[src/rtl/program_loader.sv]
// Boot-stage loader: buffers a host header/instruction/data stream segment by segment
// and replays each segment as a gapless write burst while holding the processor in reset.
module program_loader #(
    parameter int DEPTH     = 64,
    parameter int AW        = 6,
    parameter int MEM_WORDS = 2048
) (
    input  logic        clk,
    input  logic        rst_n,
    input  logic        s_valid,
    output logic        s_ready,
    input  logic [31:0] s_data,
    output logic        proc_rst,
    output logic        inst_load,
    output logic        data_load,
    output logic [31:0] data,
    output logic        busy,
    output logic        load_done,
    output logic        err
);

    typedef enum logic [3:0] {
        IDLE, HDR, FILL_I, RST_I, LOAD_I, FILL_D, RST_D, LOAD_D, RUN, ERR
    } state_t;

    localparam logic [15:0] DEPTH_LIM = 16'(DEPTH);
    localparam logic [15:0] MEM_LIM   = 16'(MEM_WORDS);

    state_t        state;
    state_t        state_next;
    logic [15:0]   n_i;
    logic [15:0]   n_d;
    logic [31:0]   mem [DEPTH];
    logic [AW-1:0] wr_ptr;
    logic [AW-1:0] rd_ptr;
    logic [AW:0]   count;
    logic          accept;
    logic          hdr_accept;
    logic          push;
    logic          pop;
    logic [15:0]   fill_level;

    assign accept     = s_valid && s_ready;
    assign hdr_accept = accept && (state == IDLE || state == RUN);
    assign push       = accept && (state == FILL_I || state == FILL_D);
    assign fill_level = 16'(count) + 16'(push);

    // A LOAD state lasts until the FIFO drains, so its length equals the segment length.
    always_comb begin
        state_next = state;
        pop        = 1'b0;
        case (state)
            IDLE, RUN: begin
                if (hdr_accept) state_next = HDR;
            end
            HDR: begin
                if (n_i > DEPTH_LIM || n_d > DEPTH_LIM || n_i > MEM_LIM) state_next = ERR;
                else if (n_i != 16'd0)                                   state_next = FILL_I;
                else if (n_d != 16'd0)                                   state_next = FILL_D;
                else                                                     state_next = RUN;
            end
            FILL_I: begin
                if (fill_level == n_i) state_next = RST_I;
            end
            FILL_D: begin
                if (fill_level == n_d) state_next = RST_D;
            end
            RST_I: begin
                pop        = 1'b1;
                state_next = LOAD_I;
            end
            RST_D: begin
                pop        = 1'b1;
                state_next = LOAD_D;
            end
            LOAD_I: begin
                if (count != '0)        pop = 1'b1;
                else if (n_d != 16'd0)  state_next = FILL_D;
                else                    state_next = RUN;
            end
            LOAD_D: begin
                if (count != '0) pop = 1'b1;
                else             state_next = RUN;
            end
            ERR:     state_next = ERR;
            default: state_next = IDLE;
        endcase
    end

    // Outputs are registered from the next state so they line up with the state they describe.
    always_ff @(posedge clk or negedge rst_n) begin
        if (!rst_n) begin
            state     <= IDLE;
            n_i       <= '0;
            n_d       <= '0;
            wr_ptr    <= '0;
            rd_ptr    <= '0;
            count     <= '0;
            data      <= '0;
            s_ready   <= 1'b0;
            proc_rst  <= 1'b1;
            inst_load <= 1'b0;
            data_load <= 1'b0;
            busy      <= 1'b0;
            load_done <= 1'b0;
            err       <= 1'b0;
        end else begin
            state <= state_next;
            if (hdr_accept) begin
                n_i <= s_data[15:0];
                n_d <= s_data[31:16];
            end
            if (push) begin
                wr_ptr <= wr_ptr + AW'(1);
                count  <= count + (AW+1)'(1);
            end else if (pop) begin
                rd_ptr <= rd_ptr + AW'(1);
                count  <= count - (AW+1)'(1);
                data   <= mem[rd_ptr];
            end
            s_ready   <= (state_next == IDLE)   || (state_next == RUN) ||
                         (state_next == FILL_I) || (state_next == FILL_D);
            proc_rst  <= (state_next != RUN);
            inst_load <= (state_next == LOAD_I);
            data_load <= (state_next == LOAD_D);
            busy      <= (state_next != IDLE) && (state_next != RUN) && (state_next != ERR);
            load_done <= (state_next == RUN);
            err       <= (state_next == ERR);
        end
    end

    always_ff @(posedge clk) begin
        if (push) mem[wr_ptr] <= s_data;
    end

endmodule

[config.mk]
export PLATFORM = sky130hd
export DESIGN_NAME = program_loader
export DESIGN_NICKNAME = d
export VERILOG_FILES = /design/src/rtl/program_loader.sv
export SDC_FILE = /design/constraint.sdc
export NUM_CORES = 2
export LEC_CHECK = 0
export ABC_AREA = 1
export CAP_MARGIN = 0
export CELL_PAD_IN_SITES_DETAIL_PLACEMENT = 0
export CELL_PAD_IN_SITES_GLOBAL_PLACEMENT = 1
export CORE_UTILIZATION = 56
export DETAILED_ROUTE_END_ITERATION = 12
export GPL_ROUTABILITY_DRIVEN = 0
export GPL_TIMING_DRIVEN = 0
export PLACE_DENSITY_LB_ADDON = 0.1
export SLEW_MARGIN = 15
export SYNTH_ARGS = -nofsm -noshare
export SYNTH_HDL_FRONTEND = slang
export SYNTH_SLANG_ARGS = --single-unit
export TNS_END_PERCENT = 5
[constraint.sdc]
create_clock -name clk -period 9.3 [get_ports clk]
set_input_delay 1.86 -clock clk [delete_from_list [all_inputs] [get_ports clk]]
set_output_delay 1.86 -clock clk [all_outputs]
set_load 0.005 [all_outputs]
==> key figures <==
Placed design
  • Placed Instance Area: between 0.09 and 0.1 sq mm
  • Placed Cells: between 8,000 and 9,000
  • Buffers on Ports: 73
  • Placement Setup Slack: approximately 4 ns
  • Dpl hpwl: 243 mm

STA
  • Setup-failing EPs final: 0
  • Final min period: around 4.6 ns
  • FMAX: ~220 MHz
  • Slew Limit Headroom: between 4 and 5%
  • Worst Tran Pin Value: between 1 and 1.5 ns
  • Slew Viols, Final: 0
  • RSZ-0062 raised after global routing: false
  • Clock skew: 0.0460 ns
  • Period utilisation layout: between 40% and 50%
  • Final setup TNS: 0 ns
  • Hold Violations, Final: 0
  • Final WS setup: around 4.7 ns

Setup path
  • Crit path max fanout: 10
  • Crit path cell chain: buf_2 -> clkbuf_1 -> clkbuf_1 -> o211ai_1 -> nand3_1 -> nand4_1 -> nand3_1 -> nand2_1 -> nand2_1 -> nand2_1
  • Cell mode on critical path: nand2_1
  • CP Capture Type: flop
  • Startpoint types: flop
  • CP max stage cell: clkbuf_1
  • Critical path arrival: around 5.3 ns
  • Critical Path RT: 10.06 ns
  • CP Class: reg2reg
  • Crit-path max cell delay: 0.85 ns

Power
  • Power per cell area: 198 mW/mm^2
  • Leak Pwr: about 0.033 uW
  • VDD IR-drop max: between 0.15 and 0.2 mV

Clock tree
  • CTS Hold Buffers Added: 0
  • PostCTS Resize Cnt: 0
  • Clock Path Buffers: 3
  • CTS buffer count: ~210
  • Max H-tree Level: 4
  • Clock transition at path regs: roughly 0.07 ns
  • Num Clock Sinks: between 2,000 and 2,500
  • Clock latency on the worst-skew pair: a little under 0.9 ns
  • Setup Buffers After CTS: 0
  • Cell chosen for the clock root: clkbuf_16
  • CTS tree: built

Min path
  • HP Class: reg2reg

Floorplanning
  • Area of the die: 0.153 sq mm
  • Core Box Area: approximately 0.15 sq mm
  • Die X: 391 microns
  • Std-Cell Rows: ~140
  • Initial Util: 56.6%
  • Die Height: roughly 400 microns
  • Ports: 74

Logic synthesis
  • #FFs+latches synth: roughly 2,100
  • Most used DFF post-synth: edfxtp_1
  • Synth unique cells: 40
  • Async set-reset flop share out of synthesis: about 4.4%
  • Number of synthesized flops with an enable pin: roughly 2,000
  • Syn nets: between 6,000 and 7,000
  • Syn avg cell area: roughly 13 sq um
  • Register area share after synthesis: between 70% and 80%
  • Cells after Synth: between 6,000 and 7,000
  • Synth warn: 0
  • Mapped Area: about 0.085 sq mm

Global routing
  • GRT Residual Overflow: 0
  • Global-route wire length before repair: around 460 mm
  • Largest net degree at the start of global routing: 58
  • Initial antenna violation count: 18
  • Vias in the first global route: about 57,000
  • GRT Overall Usage: 45.1%

Layout
  • Sequential Area: 0.0639 sq mm
  • Layout area overhead: 16.4%
  • Layout cell share with drive strength beyond 1: just over 10%
  • Final cell count without fillers: slightly above 9,000
  • Layout filler cell count: roughly 11,000
  • Multi-input gate area: 0.0191 sq mm
  • Final nets: 7,038
  • Final Cell Area: slightly below 0.1 sq mm

Routing
  • Drt wl/cell: about 37 microns
  • Vias: around 62,000
  • Vias per cell: a little under 7
  • Drt initial violations: roughly 11,000
  • Post-route DRC: 0
  • Drt pass-1 iters: 10
  • Total routed wirelength: about 340 mm
  • Antenna-violating nets left: 0

Run
  • Max-cap violations: 0

Status
  • Outcome: finished clean
flip-flops by register name, summed over array words and instances, names as in the netlist:
| name | flops |
|---|---|
| data_load | 1 |
| s_ready | 1 |
| n_i | 16 |
| state | 4 |
| inst_load | 1 |
| wr_ptr | 6 |
| count | 7 |
| err | 1 |
| proc_rst | 1 |
| data | 32 |
| busy | 1 |
| n_d | 16 |
| mem | 2048 |
| load_done | 1 |
| rd_ptr | 6 |
where the power goes:
| part | leakage (uW) | internal (uW) | switching, uW |
|---|---|---|---|
| Clock | 0.00321 | 4640 | 3660 |
| Sequential | 0.0196 | 10600 | 58.7 |
| Combinational | 0.0101 | 168 | 396 |
| Total | 0.0329 | 15500 | 4120 |
kinds of logic (layout without fill, tap and decap cells):
group | after synthesis | in the layout | share of synthesized area [%]
xor+xnor | 15 | 15 | 0.155
buf+inv | 500 | 1130 | 2.85
fa+ha+maj | 10 | 10 | 0.156
other cells | 0 | 10 | 0
simple gates | 2145 | 2145 | 10.1
mux | 20 | 20 | 0.265
flops | 2142 | 2142 | 75.2
compound gates | 1711 | 1711 | 11.3
final timing paths:
check                          start        to  slack, ns  cells past startpoint
max                        rd_ptr[2]   data[8]       4.72                     10
min                         data[19]  data[19]       0.48                      2
max reg2reg                rd_ptr[2]   data[8]       4.72                     10
min reg2reg                 data[19]  data[19]       0.48                      2
max in group asynchronous      rst_n  data[23]       7.58                      2
min in group asynchronous      rst_n      busy       0.96                      1
layer usage:
| metal | up-vias | part of all wire [%] | track usage [%] |
|---|---|---|---|
| li1 | 25103 | - | - |
| met5 | - | 0.13 | 2.14 |
| met1 | 30406 | 34 | 58.2 |
| met3 | 1130 | 17 | 17.8 |
| met4 | 8 | 8.9 | 31.5 |
| met2 | 5575 | 41 | 62.1 |
cells in the final DEF, fill, tap and decap left out, types with 51 or more instances in the layout:
cell type and instances:
inv_1 51, nand3_1 287, buf_2 87, a21oi_1 128, nand2_1 451, o211ai_1 250, o21ai_1 113, o22ai_1 280
clkbuf_16 217, buf_12 83, buf_4 56, dfrtp_1 93, o21ai_0 932, nor2_4 65, edfxtp_1 2048, buf_16 73
clkinv_1 62, clkbuf_1 332, nor2_1 1294
critical path, delay by kind of cell (launching register included):
kind                   cells  cell delay, ns
AOI/OAI and AO/OA          1            0.67
DFF                        1            0.34
buffers and inverters      3            2.17
and+or+nand+nor            6            1.25
through the flow:
step	hold WS (ns)	util [%]	power, uW
after floorplan	0.472	-	11100
after global placement	0.463	58.7	11400
after detailed placement	0.467	61.5	11500
after CTS	0.483	65.8	19500
after global routing	0.494	65.8	19900
final	0.479	65.9	19600
synthesized netlist by cell type, types with 23 or more instances:
| cell | instances | area share [%] |
|---|---|---|
| a21oi_1 | 128 | 0.75 |
| buf_2 | 83 | 0.49 |
| buf_6 | 43 | 0.57 |
| clkbuf_1 | 274 | 1.2 |
| dfrtp_1 | 93 | 2.7 |
| edfxtp_1 | 2048 | 72 |
| inv_1 | 51 | 0.23 |
| nand2_1 | 451 | 2.0 |
| nand3_1 | 287 | 1.7 |
| nand4_1 | 23 | 0.17 |
| nor2_1 | 1357 | 6.0 |
| o211ai_1 | 250 | 2.2 |
| o21ai_0 | 933 | 5.5 |
| o21ai_1 | 112 | 0.66 |
| o22ai_1 | 280 | 2.1 |
cell type report:
| type | count | share of cell area, % |
|---|---|---|
| plain buffers | 442 | 2.22 |
| flip-flops and latches | 2142 | 64.6 |
| repair buffers | 237 | 4.42 |
| multi-input cells | 3901 | 19.3 |
| clock inverters | 107 | 0.773 |
| well taps | 2016 | 2.55 |
| inverters | 58 | 0.225 |
| clock buffers | 286 | 5.87 |
| diodes | 10 | 0.0253 |
No activity file was read; power rests on OpenSTA's default activity.
